### src/rtl/cpu_run_ctrl.sv
// rtl/cpu_run_ctrl.sv - run controller for cpu_main: reset sequencing, cycle count, halt/timeout stop
module cpu_run_ctrl #(
  parameter int PC_W        = 16,
  parameter int CNT_W       = 16,
  parameter int RST_HOLD    = 4,
  parameter int STALL_LIMIT = 8,
  parameter int TIMEOUT     = 1000
) (
  input  logic             i_clk,
  input  logic             i_rst,
  input  logic             i_start,
  input  logic [PC_W-1:0]  i_pc_in,
  output logic             o_core_rst,
  output logic             o_core_run,
  output logic [CNT_W-1:0] o_cycle_cnt,
  output logic             o_halted,
  output logic             o_timeout,
  output logic             o_done
);

  localparam int HW = $clog2(RST_HOLD + 1);
  localparam int SW = $clog2(STALL_LIMIT + 1);
  localparam logic [HW-1:0]    HOLD_LAST  = HW'(RST_HOLD - 1);
  localparam logic [SW-1:0]    STALL_LAST = SW'(STALL_LIMIT - 1);
  localparam logic [CNT_W-1:0] TIMEOUT_C  = CNT_W'(TIMEOUT);

  localparam logic [1:0] S_IDLE = 2'd0;
  localparam logic [1:0] S_HOLD = 2'd1;
  localparam logic [1:0] S_RUN  = 2'd2;
  localparam logic [1:0] S_DONE = 2'd3;

  logic [1:0]       r_state;
  logic [HW-1:0]    r_hold_cnt;
  logic [SW-1:0]    r_stall_cnt;
  logic [PC_W-1:0]  r_pc_q;
  logic             r_pc_vld;
  logic [CNT_W-1:0] r_cycle_cnt;
  logic             r_core_rst;
  logic             r_core_run;
  logic             r_halted;
  logic             r_timeout;
  logic             r_done;

  logic             w_pc_eq;
  logic [SW-1:0]    w_stall_nxt;
  logic [CNT_W-1:0] w_cnt_nxt;
  logic             w_hit_halt;
  logic             w_hit_to;

  // stall_cnt counts repeats, so the STALL_LIMIT-th equal sample sees STALL_LIMIT-1
  assign w_pc_eq     = r_pc_vld && (i_pc_in == r_pc_q);
  assign w_stall_nxt = r_stall_cnt + 1'b1;
  assign w_cnt_nxt   = r_cycle_cnt + 1'b1;
  assign w_hit_halt  = w_pc_eq && (w_stall_nxt == STALL_LAST);
  assign w_hit_to    = (w_cnt_nxt == TIMEOUT_C);

  always_ff @(posedge i_clk or negedge i_rst) begin
    if (!i_rst) begin
      r_state     <= S_IDLE;
      r_hold_cnt  <= '0;
      r_stall_cnt <= '0;
      r_pc_q      <= '0;
      r_pc_vld    <= 1'b0;
      r_cycle_cnt <= '0;
      r_core_rst  <= 1'b1;
      r_core_run  <= 1'b0;
      r_halted    <= 1'b0;
      r_timeout   <= 1'b0;
      r_done      <= 1'b0;
    end else begin
      case (r_state)
        S_IDLE, S_DONE: begin
          if (i_start) begin
            r_state     <= S_HOLD;
            r_hold_cnt  <= '0;
            r_stall_cnt <= '0;
            r_pc_vld    <= 1'b0;
            r_cycle_cnt <= '0;
            r_core_rst  <= 1'b1;
            r_core_run  <= 1'b0;
            r_halted    <= 1'b0;
            r_timeout   <= 1'b0;
            r_done      <= 1'b0;
          end
        end
        S_HOLD: begin
          if (r_hold_cnt == HOLD_LAST) begin
            r_state    <= S_RUN;
            r_core_rst <= 1'b0;
            r_core_run <= 1'b1;
          end else begin
            r_hold_cnt <= r_hold_cnt + 1'b1;
          end
        end
        S_RUN: begin
          r_cycle_cnt <= w_cnt_nxt;
          r_pc_q      <= i_pc_in;
          r_pc_vld    <= 1'b1;
          r_stall_cnt <= w_pc_eq ? w_stall_nxt : '0;
          if (w_hit_halt || w_hit_to) begin
            r_state    <= S_DONE;
            r_halted   <= w_hit_halt;
            r_timeout  <= w_hit_to;
            r_done     <= 1'b1;
            r_core_rst <= 1'b1;
            r_core_run <= 1'b0;
          end
        end
        default: r_state <= S_IDLE;
      endcase
    end
  end

  assign o_core_rst  = r_core_rst;
  assign o_core_run  = r_core_run;
  assign o_cycle_cnt = r_cycle_cnt;
  assign o_halted    = r_halted;
  assign o_timeout   = r_timeout;
  assign o_done      = r_done;

endmodule

### config.mk
export PLATFORM = sky130hd
export DESIGN_NAME = cpu_run_ctrl
export DESIGN_NICKNAME = d
export VERILOG_FILES = /design/src/rtl/cpu_run_ctrl.sv
export SDC_FILE = /design/constraint.sdc
export NUM_CORES = 1
export LEC_CHECK = 0
export ABC_AREA = 1
export CELL_PAD_IN_SITES_DETAIL_PLACEMENT = 1
export CELL_PAD_IN_SITES_GLOBAL_PLACEMENT = 1
export CORE_MARGIN = 8
export CORE_UTILIZATION = 39
export CTS_CLUSTER_DIAMETER = 100
export DETAILED_ROUTE_END_ITERATION = 10
export GPL_TIMING_DRIVEN = 0
export PLACE_DENSITY = 0.91
export SLEW_MARGIN = 20
export SYNTH_ARGS = -nofsm -noshare
export SYNTH_HDL_FRONTEND = slang
export SYNTH_SLANG_ARGS = --single-unit
### constraint.sdc
create_clock -name i_clk -period 2.05 [get_ports i_clk]
set_clock_uncertainty 0.1 [all_clocks]
set_input_delay 0.3075 -clock i_clk [delete_from_list [all_inputs] [get_ports i_clk]]
set_output_delay 0.3075 -clock i_clk [all_outputs]
set_load 0.05 [all_outputs]
Yosys cells after proc, flatten, opt, wreduce, memory -nomap -nowiden

Cells that the tools add are included.

Flip-flop bits (word level): 47
Input port bits: 19
Output and inout port bits: 21

Add/subtract/negate cells: 3
Equal/unequal tests: 11
Multiplexer cells: 26
Reduce and logical (&&, ||, !) cells: 11

Operators with widths:

| cell                                             | count |
|---|---|
| case mux 16 bit (2 select lines)                 | 1 |
| adder 16 x 1 -> 16 bit (second input constant)   | 1 |
| == test 16 x 10 -> 1 bit (second input constant) | 1 |
| == test 16 bit                                   | 1 |
| 2-to-1 mux 16 bit                                | 1 |
| AND reduction 3 bit                              | 3 |
| 2-to-1 mux 1 bit                                 | 8 |
| 2-to-1 mux 4 bit                                 | 2 |
| != test 2 bit (second input constant)            | 4 |
| case mux 1 bit (2 select lines)                  | 4 |
| case mux 4 bit (2 select lines)                  | 1 |
| 2-to-1 mux 2 bit                                 | 3 |
| 2-to-1 mux 3 bit                                 | 2 |
| case mux 1 bit (3 select lines)                  | 2 |
| case mux 2 bit (3 select lines)                  | 1 |
| case mux 3 bit (2 select lines)                  | 1 |
| adder 4 x 1 -> 4 bit (second input constant)     | 1 |
| == test 2 bit (second input constant)            | 2 |
| == test 4 x 3 -> 1 bit (second input constant)   | 1 |
| nonzero test 2 bit                               | 2 |
| adder 3 x 1 -> 3 bit (second input constant)     | 1 |
| == test 3 x 2 -> 1 bit (second input constant)   | 1 |
| == test 2 x 1 -> 1 bit (second input constant)   | 1 |
| logical AND 1 bit                                | 2 |
| 4 further kinds                                  | 4 |

Logic depth before layout (Yosys ltp)

Gate-level depths: netlist (run 1).

Word-level depth: 6
Gate-level depth with buffers: 14
Mapped depth without buffers: 14

Worst setup path before layout (run 1)

No wires, ideal clock.

Path type: flip-flop to flip-flop
Start point: register r_cycle_cnt[1], in the netlist o_cycle_cnt[1]
End point: register r_done, in the netlist o_done
Arrival: 2026 ps
Path slack: -195 ps
Stages on the path, launching flop included: 15
Buffers on the path: 0
Cells stage by stage: dfrtp_1 ha_1 nand2_2 nor2_2 nand3_1 nand2_1 nand2_1 inv_2 nand2_1 nor2_2 nand3_2 nand2_4 nand2_4 nand2_1 nand2_1

Longest elaborated chain between the ends: 5

Ends and longest elaborated chain:

| item                                 | line | source |
|---|---|---|
| start, declared                      | 37   | `logic [CNT_W-1:0] r_cycle_cnt;` |
| start signal, assigned               | 96   | `r_cycle_cnt <= w_cnt_nxt;` |
| adder 16 x 1 -> 16 bit               | 53   | `assign w_cnt_nxt = r_cycle_cnt + 1'b1;` |
| == test 16 x 10 -> 1 bit             | 55   | `assign w_hit_to = (w_cnt_nxt == TIMEOUT_C);` |
| logical OR 1 bit                     | 100  | `if (w_hit_halt \|\| w_hit_to) begin` |
| != test 2 bit (no source line)       | -    |  |
| AND reduction 3 bit (no source line) | -    |  |
| end signal, assigned                 | 69   | `r_done <= 1'b0;` |
| end signal, assigned                 | 83   | `r_done <= 1'b0;` |
| end signal, assigned                 | 104  | `r_done <= 1'b1;` |
| end, declared                        | 42   | `logic r_done;` |

No other way between the ends.
A chain may end at the register's enable or synchronous reset.

Worst setup path after layout (run 1)

Start point: register r_cycle_cnt[1], in the netlist o_cycle_cnt[1]
End point: register r_state[1]

Longest elaborated chain between the ends: 5

Ends and longest elaborated chain:

| item                                 | line | source |
|---|---|---|
| adder 16 x 1 -> 16 bit               | 53   |  |
| == test 16 x 10 -> 1 bit             | 55   |  |
| logical OR 1 bit                     | 100  |  |
| != test 2 bit (no source line)       | -    |  |
| AND reduction 3 bit (no source line) | -    |  |
| end signal, assigned                 | 59   | `r_state <= S_IDLE;` |
| end signal, assigned                 | 101  | `r_state <= S_DONE;` |
| end signal, assigned                 | 109  | `default: r_state <= S_IDLE;` |
| end, declared                        | 32   | `logic [1:0] r_state;` |

No other way between the ends.

==> impl_summary.txt, run 1 <==
----------------------------------------------------
[Clock network]
  # clock sinks ... between 40 and 50
  Root Buffer ... clkbuf_8
  Number of buffers inserted during clock tree synthesis ... 5
  CTS tree ... built
  Clock insertion delay at the later pin of the skew report ... around 310 ps
  Clock slew at reported path FFs ... about 90 ps
  Maximum number of buffers from clock root to sink ... 2
  H-tree depth ... 2

[Synth]
  Seq/Total Area, Yosys ... a little over two fifths
  Number of warnings reported in the yosys synthesis log ... 0
  Fraction of synthesized cell area taken by the top area cell type ... just over 40%
  Post-Syn Area ... about 2800 sq um
  Post-Synthesis Net Count ... between 400 and 500
  Distinct cell type count of the synthesized netlist ... 27
  Mapped Avg Cell Area ... around 7.0 sq um
  Number of enable flip-flop cells after synthesis ... 0
  Most frequent cells after synthesis ... nand2_1 (138), inv_1 (63), dfrtp_1 (46)
  Prevailing post-synth register cell ... dfrtp_1
  Cell types occupying the most area after synthesis ... dfrtp_1 (41%), nand2_1 (18%), inv_1 (8.4%)
  Share of flip-flops with an asynchronous set or reset ... 100%
  Synth Register Bits ... 47
  Library cell occupying the most area in the post-synthesis netlist ... dfrtp_1
  Most frequent cell after synthesis ... nand2_1
  Syn Inst Count ... 400

[Floorplanning]
  Initial core utilization ... 39.5%
  Width of the die ... just over 100 um
  Die area ... 10,200 sq um
  Number of I/O pins ... 40
  Number of placement rows ... 31
  Area of the core region ... between 7000 and 8000 sq um
  Height of the die ... 101 um

[STA]
  Rel. slew slack ... roughly three fifths
  Unrepaired setup endpoints after global routing ... true
  Number of endpoints failing setup at the final stage ... 0
  Achievable Freq ... approximately 0.50 GHz
  Part of the cycle the worst path needs ... 98.3%
  Period minus WS final ... 2020 ps
  Least-Margin Pin Slew ... between 600 and 700 ps
  Smallest hold slack ... 370 ps
  Final hold vios ... 0
  Slew Viols, Final ... 0
  Sum Neg Setup Slack ... 0 ps

[Routing]
  Average routed wire per standard cell ... between 15 and 20 um
  Number of iterations in the first detailed-routing pass ... 4
  DR vias/cell ... roughly 5.0
  Number of nets with antenna violations after routing ... 0
  Initial detailed-routing violation count ... 53
  Total via count in the routed design ... roughly 2,800
  Routed Wire Length ... roughly 8800 um
  DRC violation count after routing ... 0

[Layout]
  Number of nets in the finished design ... 491
  Sequential Area ... 1180 sq um
  Total inserted antenna cells ... 0
  Fraction of final layout cells with drive strength greater than 1 ... 15.9%
  Fin util ... between 50% and 60%
  Area growth, synth to finish ... 31.9%
  Final standard cell area without fillers ... around 3700 sq um
  Fill cell count ... 905
  Combined area of the multi-input logic cells ... about 1500 sq um

[Place]
  Detailed placement HPWL ... roughly 6400 um
  Number of port buffers ... 39
  Routability congestion estimate ... around 0.79
  Area after DPL ... 3350 sq um

[GRT]
  Total global routing overflow ... 0
  Antenna violations before repair ... 0
  Global-route usage over all layers ... ~17%
  Via count of the first global-routing pass ... between 3,000 and 4,000
  Largest net degree at the start of global routing ... 26
  First-pass GRT wire length ... ~14,000 um

[Setup path]
  Critical path start-end classification ... flip-flop to flip-flop
  Worst path cell trace ... buf_6, nand2_4, nor2_4, nand2_1, nand2_1, nand2_1, nor2_1, nand2_2, nor2_4, nand3_2, nand2_4, nand2_4, nand2_2, nand2_1
  Master of the slowest instance on the critical path ... dfrtp_2
  CP max FO ... 7
  Required time at the endpoint of the critical path ... between 2000 and 2500 ps
  Depth of the worst register-to-register path ... 14
  Startpoint kind of the worst setup timing path ... flip-flop
  Most frequent cell on the critical path ... nand2_1
  Largest incremental delay on the critical path ... about 400 ps
  Worst Path Arrival ... roughly 2100 ps
  CP endpoint kind ... flip-flop

[Pwr]
  Largest vdd supply drop ... 0.442 mV
  Pwr per Cell Area ... between 1000 and 1500 nW/um^2
  Final Power ... 0.00387 W
  Leakage power of the design ... ~1.8 nW

[Outcome]
  Run status ... finished, final reports clean

[Job]
  Max Cap Viol ... 0

[Worst hold path]
  Type of the tightest min-delay check ... flip-flop to flip-flop
  Number of instances on the worst hold path ... 2

----------------------------------------------------
## worst paths after layout
path                       slack [ps]      startpoint              to
max                                30  o_cycle_cnt[1]      r_state[1]
min                               370      o_core_rst      o_core_rst
max reg2reg                        30  o_cycle_cnt[1]      r_state[1]
min reg2reg                       370      o_core_rst      o_core_rst
max in group asynchronous         840           i_rst  o_cycle_cnt[5]
min in group asynchronous         450           i_rst  o_cycle_cnt[9]
## cell families (layout without fill, tap and decap cells)
logic type                 count (synthesis)  in the layout  synth area share [%]
and+or+nand+nor                          224            224                  34.4
AOI/OAI and AO/OA                         44             44                  8.56
adders and majority gates                  9              9                  4.01
xor gates and xnor gates                   5              5                  1.56
DFF                                       47             47                  42.0
buffers and inverters                     71            135                  9.50
## cells in the final DEF, fill, tap and decap left out, types with 2 or more instances in the layout
master           instances
xor2_1                   4
dfrtp_1                 40
nand3_1                 18
dfrtp_2                  6
clkbuf_8                 7
nand2_2                  8
clkdlybuf4s50_1         33
nor2_1                  29
nand2_4                  5
dlygate4sd2_1            4
nor2_4                   8
buf_4                   12
o22ai_1                  9
inv_1                   63
clkbuf_1                 3
nand3_2                  5
o21ai_0                 29
o21ai_2                  2
ha_1                     8
nand2_1                131
clkbuf_2                 4
nand4_1                 10
nor3_1                   2
buf_6                    3
nor2_2                   5
## report_power, final
group          switching [W]  internal (W)  leakage [nW]  total (W)
combinational        0.00128      0.000591          1.12    0.00187
clock               0.000328      0.000309        0.0515   0.000637
sequential          0.000166       0.00120         0.606    0.00136
total                0.00177       0.00210          1.77    0.00387
## registers in the layout (all words and copies together) (netlist names), 2 cells and up
register and cells:
r_hold_cnt 3, o_cycle_cnt 16, r_state 2, r_pc_q 16, r_stall_cnt 4
## through the flow
stage	cells	worst slack, ps
2_1_floorplan	400	3.00
3_3_place_gp	538	-1050
3_5_place_dp	539	-270
4_1_cts	553	5.90
5_1_grt	563	-87.1
6_report	563	34.3
## area by class of cell
class,instances,share of cell area (%)
Multi-Input combinational cell,282,40.1
Sequential cell,47,32.0
Timing Repair Buffer,56,14.5
Inverter,65,6.62
Tap cell,99,3.35
Clock buffer,8,2.70
Buffer,6,0.743
## layer usage
| layer | wire length, um | global-route usage, % | up-vias |
|---|---|---|---|
| met5 | 0 | 0 | - |
| met4 | 165 | 7.79 | 0 |
| met3 | 192 | 2.28 | 15 |
| met2 | 4840 | 32.1 | 45 |
| met1 | 3560 | 18.4 | 1382 |
| li1 | - | - | 1373 |
## worst max-delay path: cells and delay by family (launching register included)
family,cells,cell delay [ps]
DFF,1,400
and+or+nand+nor,13,1270
buffers and inverters,1,120
## repair_timing
item	4_1_cts	5_1_grt
buffers inserted	5	10
pin swaps	4	16
gates resized for setup	15	32
setup endpoints to repair	29	19
endpoints found under the hold margin	23	0
hold buffers	1	0
Power figures use the tool's default switching activity.
==> inputs of run 2 (changes only) <==
--- a/config.mk
+++ b/config.mk
@@ -10,2 +10,3 @@
 export CELL_PAD_IN_SITES_GLOBAL_PLACEMENT = 1
+export CORE_ASPECT_RATIO = 1.5
 export CORE_MARGIN = 8
@@ -13,2 +14,3 @@
 export CTS_CLUSTER_DIAMETER = 100
+export CTS_CLUSTER_SIZE = 25
 export DETAILED_ROUTE_END_ITERATION = 10
==> constraint.sdc (replaced) <==
create_clock -name i_clk -period 2.05 [get_ports i_clk]
set_clock_uncertainty 0.1 [all_clocks]
set_input_delay 0.41 -clock i_clk [delete_from_list [all_inputs] [get_ports i_clk]]
set_output_delay 0.41 -clock i_clk [all_outputs]
set_load 0.05 [all_outputs]
==> run 2 against run 1 <==
Worst setup slack improved by 36 ps; flip-flop and latch count unchanged; first-iteration DRC count grew 49%; routed wire length shrank 7.2%; register-to-register slack better by 40 ps; clock power up 14%; non-clock buffer count fell by 5; cell count shrank 4.3%; sequential share of layout area shrank 0.077 points; combinational power is 2% higher; highest routed layer unchanged.
==> impl_summary.txt, run 2 (synthesis gave the netlist of run 1 again) <==
----------------------------------------------------
[Outcome]
  Run status ... finished, final reports clean (unchanged)

[Setup path]
  Worst reg2reg startpoint ... o_cycle_cnt[1] (unchanged)
  Worst path depth ... 13 (was 14)
  Depth of the worst register-to-register path ... 13 (was 14)
  CP max FO ... 7 (unchanged)
  Worst Setup EP ... o_halted (was r_state[1])
  CP endpoint kind ... flip-flop (unchanged)
  Startpoint kind of the worst setup timing path ... flip-flop (unchanged)
  Master of the slowest instance on the critical path ... dfrtp_2 (unchanged)
  Worst Path Arrival ... 2080 ps (was 2110 ps)
  Largest incremental delay on the critical path ... 430 ps (was 400 ps)
  Worst path cell trace ... ha_4, nand2_4, nor2_4, buf_6, nand4_1, nand2_2, nand2_2, nor2_2, nand3_2, nand2_4, nand2_4, nand2_2, nand2_1 (was buf_6, nand2_4, nor2_4, nand2_1, nand2_1, nand2_1, nor2_1, nand2_2, nor2_4, nand3_2, nand2_4, nand2_4, nand2_2, nand2_1)
  Critical path start-end classification ... flip-flop to flip-flop (unchanged)
  Cell family with the largest share of critical-path delay ... simple AND/OR/NAND/NOR gates (unchanged)
  Reg-to-reg slack, setup ... 70 ps (was 30 ps)
  Critical path buffer and inverter count ... 1 (unchanged)
  Required time at the endpoint of the critical path ... 2150 ps (was 2140 ps)
  Terminus of the critical flop-to-flop path ... o_halted (was r_state[1])
  CP Launch Point ... o_cycle_cnt[1] (unchanged)

[Job]
  Max Cap Viol ... 0 (unchanged)

[Routing]
  Initial detailed-routing violation count ... 79 (was 53)
  Average routed wire per standard cell ... 15.1 um (was 15.5 um)
  DRC violation count after routing ... 0 (unchanged)
  Routed Wire Length ... 8120 um (was 8750 um)
  Total via count in the routed design ... 2,826 (was 2,815)
  Number of nets with antenna violations after routing ... 0 (unchanged)
  Number of iterations in the first detailed-routing pass ... 4 (unchanged)
  DR vias/cell ... 5.24 (was 5.00)

[Place]
  Number of port buffers ... 39 (unchanged)
  Area after DPL ... 3320 sq um (was 3350 sq um)
  Number of instances in the placed design ... 520 (was 539)
  Routability congestion estimate ... 0.837 (was 0.792)
  Detailed placement HPWL ... 6130 um (was 6400 um)

[STA]
  Final hold vios ... 0 (unchanged)
  Number of endpoints failing setup at the final stage ... 0 (unchanged)
  Part of the cycle the worst path needs ... 96.6% (was 98.3%)
  Smallest hold slack ... 2.99 ps (was 370 ps)
  Least-Margin Pin Slew ... 609 ps (was 627 ps)
  Period minus WS final ... 1980 ps (was 2020 ps)
  Rel. slew slack ... 59.4% (was 58.2%)
  Sum Neg Setup Slack ... 0 ps (unchanged)
  Achievable Freq ... 0.505 GHz (was 0.496 GHz)
  Unrepaired setup endpoints after global routing ... true (unchanged)
  Slew Viols, Final ... 0 (unchanged)

[Clock network]
  Maximum number of buffers from clock root to sink ... 2 (unchanged)
  # clock sinks ... 47 (unchanged)
  Hold buffer count at cts ... 0 (was 1)
  CTS tree ... built (unchanged)
  H-tree depth ... 2 (unchanged)
  Clock slew at reported path FFs ... 90 ps (about the same)
  Clock insertion delay at the later pin of the skew report ... 300 ps (was 310 ps)
  Root Buffer ... clkbuf_8 (unchanged)
  Number of buffers inserted during clock tree synthesis ... 5 (unchanged)

[Layout]
  Combined area of the multi-input logic cells ... 1530 sq um (was 1480 sq um)
  Area growth, synth to finish ... 32.1% (was 31.9%)
  Most frequent cells in the layout ... nand2_1 (123), inv_1 (61), dfrtp_1 (41) (was nand2_1 (131), inv_1 (63), dfrtp_1 (40))
  Number of nets in the finished design ... 486 (was 491)
  Final standard cell area without fillers ... 3710 sq um (was 3700 sq um)
  Fill cell count ... 893 (was 905)
  Non-filler cells, final ... 539 (was 563)
  Sequential Area ... 1180 sq um (about the same)
  Fraction of final layout cells with drive strength greater than 1 ... 18.1% (was 15.9%)
  Total inserted antenna cells ... 0 (unchanged)
  Most frequent standard cell in the layout excluding fill and tap cells ... nand2_1 (unchanged)

[Floorplanning]
  Initial core utilization ... 39.6% (was 39.5%)
  Height of the die ... 120 um (was 101 um)
  Width of the die ... 85.3 um (was 101 um)
  Die area ... 10,200 sq um (about the same)
  Area of the core region ... 7080 sq um (was 7100 sq um)
  Number of I/O pins ... 40 (unchanged)
  Number of placement rows ... 38 (was 31)

[GRT]
  Via count of the first global-routing pass ... 3,081 (was 3,155)
  Largest net degree at the start of global routing ... 26 (unchanged)
  First-pass GRT wire length ... 13,700 um (was 14,000 um)
  Met2 demand-to-capacity share in global routing ... 32.6% (was 32.1%)
  Global-route track usage on met3 ... 3.29% (was 2.28%)
  Global-route usage over all layers ... 16.6% (was 17.1%)
  Total global routing overflow ... 0 (unchanged)
  Met1 Resource Use GR ... 15.6% (was 18.4%)
  Antenna violations before repair ... 0 (unchanged)
  Global routing's busiest layer ... met2 (unchanged)

[Pwr]
  Pwr per Cell Area ... 1080 nW/um^2 (was 1050 nW/um^2)
  Leakage power of the design ... 1.93 nW (was 1.77 nW)
  Largest vdd supply drop ... 0.520 mV (was 0.442 mV)

[Worst hold path]
  Type of the tightest min-delay check ... input port to async pin (was flip-flop to flip-flop)

----------------------------------------------------
## run 2: per-layer routing
metal | wire length [um] | share of wire, %
met1 | 3060 | 38
met2 | 4510 | 56
met3 | 261 | 3.2
met4 | 289 | 3.6
met5 | 0 | 0
## run 2: cell type report
| class | count | share of cell area [%] |
|---|---|---|
| buffer | 6 | 0.776 |
| clock buffer | 6 | 2.23 |
| clock inverter | 2 | 0.945 |
| inverter | 65 | 6.61 |
| multi-input combinational | 282 | 41.1 |
| sequential | 47 | 31.9 |
| tap | 80 | 2.70 |
| timing repair buffer | 51 | 13.7 |
## run 2: per-stage QoR
step | setup WS [ps] | total power (W) | util [%]
2_1_floorplan | 3.00 | 0.00259 | -
3_3_place_gp | -1160 | 0.00307 | 46.7
3_5_place_dp | -334 | 0.00317 | 46.9
4_1_cts | 4.29 | 0.00400 | 49.6
5_1_grt | -94.1 | 0.00434 | 52.3
6_report | 70.1 | 0.00401 | 52.3
## run 2: worst min path at each step
| stage | slack, ps | from | end | cells after the start |
|---|---|---|---|---|
| global placement | 350 | o_core_rst | o_core_rst | 2 |
| global route | 40 | i_rst | o_cycle_cnt[4] | 1 |
| CTS | 10 | i_rst | o_cycle_cnt[2] | 1 |
| detailed placement | 350 | i_rst | o_cycle_cnt[2] | 1 |
| finish | 3 | i_rst | o_cycle_cnt[4] | 1 |
| floorplan | 10 | i_rst | o_core_run | 0 |
## run 2: power breakdown
| group | switching, W | internal (W) |
|---|---|---|
| Combinational | 0.00130 | 0.000607 |
| Clock | 0.000328 | 0.000395 |
| Sequential | 0.000178 | 0.00120 |
## run 2: what timing repair did
| action | in CTS | in global routing |
|---|---|---|
| setup endpoints to repair | 42 | 32 |
| resized for setup | 31 | 53 |
| pin swaps | 4 | 19 |
| cloned | 0 | 0 |
| buffers inserted | 5 | 6 |
| hold endpoints to repair | 0 | 0 |
## run 2: worst reg2reg max path, cell delays in order, from the launching register on
cell and delay (ps):
dfrtp_2 430, ha_4 180, nand2_4 60, nor2_4 150, buf_6 130, nand4_1 100
nand2_2 110, nand2_2 60, nor2_2 140, nand3_2 100, nand2_4 130, nand2_4 80
nand2_2 60, nand2_1 50
==> inputs of run 3 (changes only) <==
- RECOVER_POWER: not set -> 100
==> run 3 against run 2 <==
Register-to-register slack barely moved; maximum frequency barely moved; hold slack improved by 280 ps; critical endpoint unchanged.
==> impl_summary.txt, run 3 (synthesis gave the netlist of run 1 again) <==
----------------------------------------------------
[Layout]
  Non-filler cells, final ... 539 (unchanged)
  Fill cell count ... 896 (was 893)
  Total inserted antenna cells ... 0 (unchanged)
  Fraction of final layout cells with drive strength greater than 1 ... 17.9% (was 18.1%)
  Number of nets in the finished design ... 486 (unchanged)
  Most frequent standard cell in the layout excluding fill and tap cells ... nand2_1 (unchanged)
  Area growth, synth to finish ... 31.4% (was 32.1%)
  Most frequent cells in the layout ... nand2_1 (123), inv_1 (61), dfrtp_1 (41) (unchanged)

[Pwr]
  Pwr per Cell Area ... 1080 nW/um^2 (about the same)
  Leakage power of the design ... 1.89 nW (was 1.93 nW)
  Share of total power in the clock network ... 18.1% (was 18.0%)
  Switching pwr ... 0.00181 W (about the same)
  Final Power ... 0.00400 W (was 0.00401 W)
  Combinational fraction of design power ... 47.5% (was 47.6%)
  Internal power summed over all cells ... 0.00219 W (was 0.00220 W)
  Seq pwr share ... 34.4% (was 34.3%)
  Sw Share ... 45.2% (was 45.1%)
  Largest vdd supply drop ... 0.520 mV (about the same)

[GRT]
  Global-route usage over all layers ... 16.6% (unchanged)
  First-pass GRT wire length ... 13,700 um (unchanged)
  Antenna violations before repair ... 0 (unchanged)
  Largest net degree at the start of global routing ... 26 (unchanged)
  Total global routing overflow ... 0 (unchanged)
  Via count of the first global-routing pass ... 3,081 (unchanged)

[Clock network]
  H-tree depth ... 2 (unchanged)
  # clock sinks ... 47 (unchanged)
  Hold buffer count at cts ... 0 (unchanged)
  Clock insertion delay at the later pin of the skew report ... 300 ps (about the same)
  Number of buffers inserted during clock tree synthesis ... 5 (unchanged)
  Clock slew at reported path FFs ... 90 ps (about the same)
  Root Buffer ... clkbuf_8 (unchanged)
  Maximum number of buffers from clock root to sink ... 2 (unchanged)
  CTS tree ... built (unchanged)

[STA]
  Rel. slew slack ... 3.05% (was 59.4%)
  Period minus WS final ... 1980 ps (about the same)
  Unrepaired setup endpoints after global routing ... true (unchanged)
  Worst Slack Setup Final ... 70.2 ps (was 70.1 ps)
  Final hold vios ... 0 (unchanged)
  Least-Margin Pin Slew ... 1450 ps (was 609 ps)
  Slew Viols, Final ... 0 (unchanged)
  Part of the cycle the worst path needs ... 96.6% (about the same)
  Number of endpoints failing setup at the final stage ... 0 (unchanged)
  Achievable Freq ... 0.505 GHz (about the same)

[Floorplanning]
  Die area ... 10,200 sq um (unchanged)
  Number of placement rows ... 38 (unchanged)
  Area of the core region ... 7080 sq um (unchanged)
  Number of I/O pins ... 40 (unchanged)
  Initial core utilization ... 39.6% (unchanged)
  Width of the die ... 85.3 um (unchanged)
  Height of the die ... 120 um (unchanged)

[Routing]
  Average routed wire per standard cell ... 15.1 um (about the same)
  Initial detailed-routing violation count ... 78 (was 79)
  Number of nets with antenna violations after routing ... 0 (unchanged)
  DR vias/cell ... 5.24 (unchanged)
  Total via count in the routed design ... 2,826 (unchanged)
  Number of iterations in the first detailed-routing pass ... 4 (unchanged)
  DRC violation count after routing ... 0 (unchanged)
  Routed Wire Length ... 8120 um (about the same)

[Job]
  Max Cap Viol ... 0 (unchanged)

[Outcome]
  Run status ... finished, final reports clean (unchanged)

[Setup path]
  CP max FO ... 7 (unchanged)
  Worst Path Arrival ... 2080 ps (about the same)
  Critical path start-end classification ... flip-flop to flip-flop (unchanged)
  Worst reg2reg startpoint ... o_cycle_cnt[1] (unchanged)
  Terminus of the critical flop-to-flop path ... o_halted (unchanged)
  Reg-to-reg slack, setup ... 70 ps (about the same)
  Startpoint kind of the worst setup timing path ... flip-flop (unchanged)
  CP endpoint kind ... flip-flop (unchanged)
  Required time at the endpoint of the critical path ... 2150 ps (about the same)
  Depth of the worst register-to-register path ... 13 (unchanged)
  Worst path cell trace ... ha_4, nand2_4, nor2_4, buf_6, nand4_1, nand2_2, nand2_2, nor2_2, nand3_2, nand2_4, nand2_4, nand2_2, nand2_1 (unchanged)
  Master of the slowest instance on the critical path ... dfrtp_2 (unchanged)
  Largest incremental delay on the critical path ... 430 ps (about the same)
  CP Launch Point ... o_cycle_cnt[1] (unchanged)

[Place]
  Routability congestion estimate ... 0.837 (unchanged)
  Number of port buffers ... 39 (unchanged)
  Detailed placement HPWL ... 6130 um (unchanged)
  Worst slack at placement ... -334 ps (unchanged)
  Number of instances in the placed design ... 520 (unchanged)

[Worst hold path]
  Worst-case hold path end point ... r_pc_q[9]
  Type of the tightest min-delay check ... input port to flip-flop (was input port to async pin)
  Number of instances on the worst hold path ... 3
  Origin of the worst min-delay path ... i_pc_in[9]

----------------------------------------------------
[run 3: worst max-delay path by stage]
stage | end | cells after the start | slack [ps]
floorplan | o_done | 12 | 3
global placement | o_cycle_cnt[5] | 1 | -1160
detailed placement | r_stall_cnt[1] | 7 | -330
CTS | o_cycle_cnt[5] | 1 | 4
global route | o_halted | 11 | -90
finish | o_halted | 13 | 70
[run 3: power by group through the flow]
stage | Sequential (W) | Combinational (W) | Clock (W)
floorplan | 0.00150 | 0.00108 | 0
global placement | 0.00137 | 0.00170 | 0
detailed placement | 0.00139 | 0.00178 | 0
CTS | 0.00137 | 0.00189 | 0.000741
global route | 0.00141 | 0.00215 | 0.000774
finish | 0.00138 | 0.00190 | 0.000723
[run 3: routing by layer]
metal	routed length, um	track usage [%]	up-vias
met5	0	0	-
met4	289	8.37	0
met3	260	3.29	20
met2	4510	32.6	56
met1	3060	15.6	1379
li1	-	-	1371
[run 3: area by class of cell]
type | instances | area, sq um | share of cell area, %
Tap cell | 80 | 100 | 2.71
Timing Repair Buffer | 51 | 488 | 13.2
Clock buffer | 6 | 82.6 | 2.24
Multi-Input combinational cell | 282 | 1530 | 41.3
Buffer | 6 | 28.8 | 0.780
Clock inverter | 2 | 35.0 | 0.950
Inverter | 65 | 245 | 6.65
Sequential cell | 47 | 1180 | 32.1
[run 3: through the flow]
stage          TNS [ps]  hold WS [ps]  area, sq um  utilization [%]
6_report              0           282         3690             52.1
5_1_grt            -543           303         3690             52.1
4_1_cts               0          13.4         3510             49.6
3_5_place_dp      -4750           350         3320             46.9
3_3_place_gp     -49410           352         3310             46.7
2_1_floorplan         0          14.4         2820                -
[run 3: repair_timing]
action | in CTS | in global routing
gates cloned | 0 | 0
pin swaps | 4 | 19
setup endpoints to repair | 42 | 32
gates resized for setup | 31 | 53
buffers inserted | 5 | 6
[run 3: critical path, delay by kind of cell, from the launching register on]
family	cells	cell delay (ps)
flip-flops	1	430
AND/OR/NAND/NOR	11	1040
buffers and inverters	1	130
adder cells (fa/ha/maj)	1	180
